`src/rtl/lc_readout_sequencer.sv`:
```
// rtl/lc_readout_sequencer.sv - per-channel readout request sequencer after a local-coincidence event
module lc_readout_sequencer #(
    parameter int N_CHANNELS = 24,
    parameter int CHAN_W     = 5
) (
    input  logic                  clk,
    input  logic                  rst,
    input  logic                  enable,
    input  logic                  clr_stats,
    input  logic [N_CHANNELS-1:0] local_coinc,
    input  logic [15:0]           holdoff_len,
    input  logic [15:0]           readout_timeout,
    output logic                  rd_req_valid,
    input  logic                  rd_req_ready,
    output logic [CHAN_W-1:0]     rd_req_chan,
    output logic [15:0]           rd_req_evt,
    input  logic                  rd_done,
    output logic                  busy,
    output logic [15:0]           evt_id,
    output logic [15:0]           drop_count,
    output logic                  timeout_err
);

    typedef enum logic [1:0] {IDLE, ISSUE, WAIT, HOLDOFF} state_t;

    state_t                  state, state_nx;
    logic [N_CHANNELS-1:0]   pending;
    logic                    lc_any, lc_any_prev, lc_rise;
    logic [15:0]             cnt;
    logic [15:0]             to_s;
    logic [15:0]             ho_s;
    logic [15:0]             evt_cap;
    logic [15:0]             evt_next;
    logic [CHAN_W-1:0]       lsb_idx;
    logic                    capture;
    logic                    to_hit;
    localparam logic [N_CHANNELS-1:0] ONE = {{(N_CHANNELS-1){1'b0}}, 1'b1};

    assign lc_any       = |local_coinc;
    assign lc_rise      = lc_any & ~lc_any_prev;
    assign rd_req_valid = (state == ISSUE);
    assign rd_req_chan  = lsb_idx;
    assign rd_req_evt   = evt_cap;
    assign busy         = (state != IDLE);
    // clr_stats wins over the capture increment, so the captured id follows it too
    assign evt_next     = clr_stats ? 16'd0 : evt_id + 16'd1;

    // Priority encoder: lowest set bit of pending is the next channel to request
    always_comb begin
        lsb_idx = '0;
        for (int i = N_CHANNELS - 1; i >= 0; i--) begin
            if (pending[i]) lsb_idx = CHAN_W'(i);
        end
    end

    // Next-state decode; a timeout coinciding with rd_done counts as a normal done
    always_comb begin
        state_nx = state;
        capture  = 1'b0;
        to_hit   = 1'b0;
        case (state)
            IDLE: begin
                if (lc_rise && enable) begin
                    capture  = 1'b1;
                    state_nx = ISSUE;
                end
            end
            ISSUE: begin
                if (rd_req_ready) state_nx = WAIT;
            end
            WAIT: begin
                to_hit = (to_s != 16'd0) && (cnt == to_s - 16'd1) && !rd_done;
                if (rd_done || to_hit) state_nx = (pending != '0) ? ISSUE : HOLDOFF;
            end
            HOLDOFF: begin
                if (ho_s == 16'd0 || cnt == ho_s - 16'd1) state_nx = IDLE;
            end
            default: state_nx = IDLE;
        endcase
    end

    // Sequencing state, pending mask, shared wait/holdoff counter and sampled limits
    always_ff @(posedge clk) begin
        if (rst) begin
            state       <= IDLE;
            pending     <= '0;
            lc_any_prev <= 1'b0;
            cnt         <= '0;
            to_s        <= '0;
            ho_s        <= '0;
            evt_cap     <= '0;
            timeout_err <= 1'b0;
        end else begin
            state       <= state_nx;
            lc_any_prev <= lc_any;
            case (state)
                IDLE: begin
                    if (capture) begin
                        pending <= local_coinc;
                        evt_cap <= evt_next;
                    end
                end
                ISSUE: begin
                    if (rd_req_ready) begin
                        pending <= pending & (pending - ONE);
                        cnt     <= '0;
                        to_s    <= readout_timeout;
                    end
                end
                WAIT: begin
                    cnt <= cnt + 16'd1;
                    if (to_hit) timeout_err <= 1'b1;
                    if (state_nx == HOLDOFF) begin
                        cnt  <= '0;
                        ho_s <= holdoff_len;
                    end
                end
                HOLDOFF: cnt <= cnt + 16'd1;
                default: ;
            endcase
        end
    end

    // Event and drop statistics; clr_stats overrides any same-cycle increment
    always_ff @(posedge clk) begin
        if (rst || clr_stats) begin
            evt_id     <= '0;
            drop_count <= '0;
        end else begin
            if (capture) evt_id <= evt_next;
            if (lc_rise && (state != IDLE || !enable) && drop_count != 16'hFFFF)
                drop_count <= drop_count + 16'd1;
        end
    end

endmodule

```
`config.mk`:
```
export PLATFORM = sky130hd
export DESIGN_NAME = lc_readout_sequencer
export DESIGN_NICKNAME = d
export VERILOG_FILES = /design/src/rtl/lc_readout_sequencer.sv
export SDC_FILE = /design/constraint.sdc
export NUM_CORES = 1
export LEC_CHECK = 0
export BUFFER_PORTS_ARGS = -buffer_cell sky130_fd_sc_hd__buf_2
export CAP_MARGIN = 20
export CORE_AREA = 2 2 110 112
export CTS_CLUSTER_SIZE = 28
export DETAILED_ROUTE_END_ITERATION = 6
export DIE_AREA = 0 0 112 114
export PLACE_DENSITY = 0.85
export SLEW_MARGIN = 30
export SYNTH_ARGS = -nofsm -noshare
export SYNTH_HDL_FRONTEND = slang
export SYNTH_SLANG_ARGS = --single-unit
```
`constraint.sdc`:
```
create_clock -name clk -period 4.5 [get_ports clk]
set_input_delay 0.675 -clock clk [delete_from_list [all_inputs] [get_ports clk]]
set_output_delay 0.675 -clock clk [all_outputs]
set_load 0.01 [all_outputs]
```
# Word-level counts from Yosys, hierarchy flattened
# Index checks and enable logic that the tools add are counted.
[totals] regBits=124 in_bits=62 output_inout_bits=56
[classes] eq_ne=9 muxes=40 bitwise_logic=3 reduce_logical=25 add_sub_neg=6
[ops] cell="$mux W5" n=24
[ops] cell="$add A16 B1 Y16 const B" n=3
[ops] cell="$mux W16" n=3
[ops] cell="$mux W24" n=2
[ops] cell="$pmux W16 S3" n=1
[ops] cell="$pmux W24 S2" n=1
[ops] cell="$eq A16 B16 Y1" n=2
[ops] cell="$sub A16 B1 Y16 const B" n=2
[ops] cell="$and A24 B24 Y24" n=1
[ops] cell="$reduce_bool A24 Y1" n=1
[ops] cell="$reduce_or A24 Y1" n=1
[ops] cell="$sub A24 B1 Y24 const B" n=1
[ops] cell="$logic_not A16 Y1" n=1
[ops] cell="$ne A16 B16 Y1 const B" n=1
[ops] cell="$reduce_bool A16 Y1" n=1
[ops] cell="$mux W2" n=5
[ops] cell="$reduce_and A2 Y1" n=5
[ops] cell="$pmux W2 S4" n=1
[ops] cell="$eq A2 B2 Y1 const B" n=3
[ops] cell="$logic_and A1 B1 Y1" n=5
[ops] cell="$logic_or A1 B1 Y1" n=4
[ops] cell="$reduce_bool A2 Y1" n=2
[ops] cell="$mux W1" n=3
[ops] cell="$reduce_and A3 Y1" n=1
[ops] cell="8 further kinds" n=9

# Longest topological paths before layout
[logic_depth] ltp_word=24 mapped_depth=12 mapped_depth_nobuf=10

# Least setup slack after synthesis
# Ideal clock, no wire load.
[synth_path] kind="flip-flop to flip-flop" from="register to_s[0]" to="register ho_s[10]" required_time_ns=4.428 setup_slack_ns=1.752 path_buffers=2 arrival_time_ns=2.676 stages_incl_launch_ff=13 cell_sequence="dfxtp_1 > inv_1 > ha_1 > or4b_4 > nor2_2 > nand2_1 > a211oi_1 > o32ai_4 > o21bai_4 > and2_4 > buf_12 > buf_12 > mux2i_1"
[synth_between] elab_chain_len=9 word_cells_on_any_way=10
[synth_rtl] element="start, declared" line_no="30" rtl="logic [15:0] to_s;"
[synth_rtl] element="start signal, assigned" line_no="107" rtl="to_s <= readout_timeout;"
[synth_rtl] element="$sub A16 B1 Y16" line_no="72" rtl="to_hit = (to_s != 16'd0) && (cnt == to_s - 16'd1) && !rd_done;"
[synth_rtl] element="$eq A16 B16 Y1" line_no="72"
[synth_rtl] element="$logic_and A1 B1 Y1 (*) (2 in a row)" line_no="72"
[synth_rtl] element="$logic_or A1 B1 Y1 (*)" line_no="73" rtl="if (rd_done || to_hit) state_nx = (pending != '0) ? ISSUE : HOLDOFF;"
[synth_rtl] element="$mux W2 (*)" line_no="73"
[synth_rtl] element="$pmux W2 S4 (*)" line_no="61" rtl="case (state)"
[synth_rtl] element="$eq A2 B2 Y1 (*)" line_no="113" rtl="if (state_nx == HOLDOFF) begin"
[synth_rtl] element="$reduce_and A2 Y1 (no source line) (*)"
[synth_rtl] element="end signal, assigned" line_no="115" rtl="ho_s <= holdoff_len;"
[synth_rtl] element="end, declared" line_no="31" rtl="logic [15:0] ho_s;"
# Mark *: on every way between the ends. The rest lies on a longest branch, timed or not.
# A chain may end at the register's enable or synchronous reset.

# Final worst setup path
[layout_path] from="register to_s[0]" to="register ho_s[15]"
# The elaborated chain is that of the path after synthesis.

==> flow_metrics.env <==
export IMPL_synth_area_um2=6950
export IMPL_dp_cells=1088
export IMPL_synthFlopType="dfxtp_1"
export IMPL_grt_usage=0.273
export IMPL_finClkSkew_ns=0.00907
export IMPL_r2r_cells=10
export IMPL_maxSlewHeadroom=0.428
export IMPL_slowest_stage="or4b_4"
export IMPL_hpwlAfterDp_mm=12.1
export IMPL_fin_tns_setup_ns=0
export IMPL_antenna_found_initial=0
export IMPL_cp_startpoint="to_s[0]$_SDFFE_PP0P_"
export IMPL_die_area_um2=12800
export IMPL_crit_path_end="ho_s[15]$_SDFFE_PP0P_"
export IMPL_wl_per_cell_um=15.4
export IMPL_cap_violations=0
export IMPL_diodes=0
export IMPL_synth_edf_count=0
export IMPL_root_buffer="clkbuf_16"
export IMPL_ys_warn_count=0
export IMPL_async_flop_share=0
export IMPL_drtIter0Drc=374
export IMPL_final_cells=1119
export IMPL_grt_overflow=0
export IMPL_rsz0062_at_grt="false"
export IMPL_fp_row_count=40
export IMPL_core_um2=11700
export IMPL_dieHeight_um=114
export IMPL_path_depth=10
export IMPL_drive_gt1_frac=0.181
export IMPL_r2r_start="to_s[0]$_SDFFE_PP0P_"
export IMPL_routed_wirelength_mm=17.3
export IMPL_outcome="finished, final reports clean"
export IMPL_finalCritPeriodShare=0.725
export IMPL_synth_seq_cells=124
export IMPL_drc=0
export IMPL_clkTransAtPathRegs_ns=0.06
export IMPL_power_density_nw_per_um2=338
export IMPL_post_synth_num_cell_types=69
export IMPL_required_ns=4.84
export IMPL_cts_buffer_depth=2
export IMPL_crit_path_cell_trace="inv_1 -> ha_1 -> or4b_4 -> nor2_2 -> nand2_1 -> a211oi_1 -> o32ai_4 -> o21bai_4 -> and2_4 -> mux2i_1"
export IMPL_power_leakage_nw=3.18
export IMPL_area_growth_pct=16.3
export IMPL_grt_pass1_vias=6066
export IMPL_crit_path_end_kind="register"
export IMPL_final_max_slew_viol_count=0
export IMPL_syn_nets=936
export IMPL_place_congestion=0.904
export IMPL_regToRegEndpoint="ho_s[15]$_SDFFE_PP0P_"
export IMPL_regToRegSetupSlack_ns=1.24
export IMPL_path_delay_family="simple AND/OR/NAND/NOR gates"
export IMPL_portBuffers=117
export IMPL_crit_arrival_ns=3.60
export IMPL_cts_sinks=124
export IMPL_cts_tree="yes"
export IMPL_grt_start_max_net_pins=64
export IMPL_start_kind="register"
export IMPL_cts_buffers=17
export IMPL_ir_drop_mv=0.313
export IMPL_fmax_ghz=0.307
export IMPL_synthCells=868
export IMPL_hold_viol=0
export IMPL_start_util=0.593
export IMPL_tightestPinTransition_ns=0.853
export IMPL_dp_slack_ns=1.33
export IMPL_postRouteAntennaNets=0
export IMPL_critPathMaxFanout=19
export IMPL_fillers=953
export IMPL_die_w_um=112
export IMPL_insertion_delay_ns=0.42
export IMPL_hp_class="register to register"
export IMPL_first_pass_iters=5
export IMPL_setup_violations=0
export IMPL_nets=1028
export IMPL_num_vias=6521
export IMPL_post_cts_buffers=0
export IMPL_power_mw=2.73
export IMPL_htreeDepth=4
export IMPL_cts_resized=0
export IMPL_yosysSeqAreaShare=0.357
export IMPL_crit_path_max_incr_delay_ns=0.52
export IMPL_critical_path_class="register to register"
export IMPL_syn_avg_cell_area_um2=8.00
export IMPL_ctsHoldBuffers=0
export IMPL_viasPerCell=5.83
export IMPL_fin_crit_ns=3.26
export IMPL_layout_setup_ws_ns=1.24
export IMPL_dpl_cell_area_um2=7530
export IMPL_grt_pass1_wl_mm=28.6
export IMPL_design_area_um2=8080
export IMPL_cp_num_buf_inv=1
export IMPL_ios=118
[power by group]
group          internal (mW)  switching, mW  total (mW)
registers               1.12         0.0281        1.15
logic                  0.129          0.196       0.326
clock network          0.765          0.497        1.26
total                   2.01          0.721        2.73
[worst min-delay path by stage]
stage / slack, ns / to / depth (start not counted) / start
after floorplan: 0.46 / to_s[1]$_SDFFE_PP0P_ / 2 / to_s[1]$_SDFFE_PP0P_
after global placement: 0.44 / rd_req_evt[1]$_SDFFE_PP0P_ / 2 / rd_req_evt[1]$_SDFFE_PP0P_
after detailed placement: 0.45 / rd_req_evt[1]$_SDFFE_PP0P_ / 2 / rd_req_evt[1]$_SDFFE_PP0P_
after CTS: 0.46 / rd_req_evt[1]$_SDFFE_PP0P_ / 2 / rd_req_evt[1]$_SDFFE_PP0P_
after global routing: 0.48 / rd_req_evt[1]$_SDFFE_PP0P_ / 2 / rd_req_evt[1]$_SDFFE_PP0P_
final: 0.45 / rd_req_evt[1]$_SDFFE_PP0P_ / 2 / rd_req_evt[1]$_SDFFE_PP0P_
[tightest hold or removal path: cells and delay by family (launching register included)]
family	cells	cell delay, ns
and+or+nand+nor	1	0.05
DFF	1	0.31
AOI/OAI and AO/OA	1	0.05
[flip-flops by register name (all words and copies together), names as in the netlist]
| signal | flops |
|---|---|
| drop_count | 16 |
| cnt | 16 |
| rd_req_evt | 16 |
| evt_id | 16 |
| state | 2 |
| lc_any_prev | 1 |
| pending | 24 |
| ho_s | 16 |
| to_s | 16 |
| timeout_err | 1 |
[logic make-up (layout without fill, tap and decap cells)]
logic type,Yosys count,in the layout,share of synthesized area
xor gates and xnor gates,83,83,0.105
adders and majority gates,6,6,0.0108
AOI/OAI and AO/OA,182,182,0.180
buffers and inverters,69,173,0.0434
muxes,20,20,0.0290
and+or+nand+nor,384,384,0.275
DFF,124,124,0.357
[cell type report]
type	instances	area, µm²	share of cell area
Multi-Input combinational cell	675	4170	0.516
Inverter	20	75.1	0.00929
Clock inverter	11	97.6	0.0121
Tap cell	147	184	0.0228
Timing Repair Buffer	122	623	0.0771
Clock buffer	20	447	0.0553
Sequential cell	124	2480	0.307
[per-layer routing]
metal	share of wire	track usage	up-vias
met5	0	0	-
met4	0.026	0.102	0
met3	0.067	0.0802	37
met2	0.48	0.450	222
met1	0.43	0.342	3013
li1	-	-	3249
[synth_stat cells (6+ instances only)]
master,n,area (µm²)
xor2_1,43,377
nand2_1,94,353
nand2b_1,46,288
ha_1,6,75.1
a21oi_1,56,280
xnor2_1,40,350
a211oi_1,12,90.1
nor4_1,22,138
o21ai_0,32,160
mux2i_1,19,190
nand4_1,13,81.3
dfxtp_1,124,2480
or2_2,8,50.1
or3_1,7,43.8
nand3_1,24,120
inv_1,20,75.1
clkbuf_1,42,158
a22oi_1,24,180
nor2_1,101,379
nor3_1,31,155
a221oi_1,6,52.6
and3_1,13,81.3
[placed cells by master, fill, tap and decap left out, types with 20 or more instances in the layout]
cell      synthesis  final
dfxtp_1         124    124
buf_2             2    117
nor2_1          101    101
nand2_1          94     94
a21oi_1          56     56
nand2b_1         46     46
xor2_1           43     43
xnor2_1          40     40
o21ai_0          32     32
nor3_1           31     30
a22oi_1          24     24
nand3_1          24     24
nor4_1           22     22
inv_1            20     20
[per-stage QoR]
stage / hold WS [ns] / util
2_1_floorplan: 0.457 / -
3_3_place_gp: 0.439 / 0.643
3_5_place_dp: 0.449 / 0.643
4_1_cts: 0.458 / 0.690
5_1_grt: 0.484 / 0.690
6_report: 0.455 / 0.690
(Power assumes the default switching activity.)
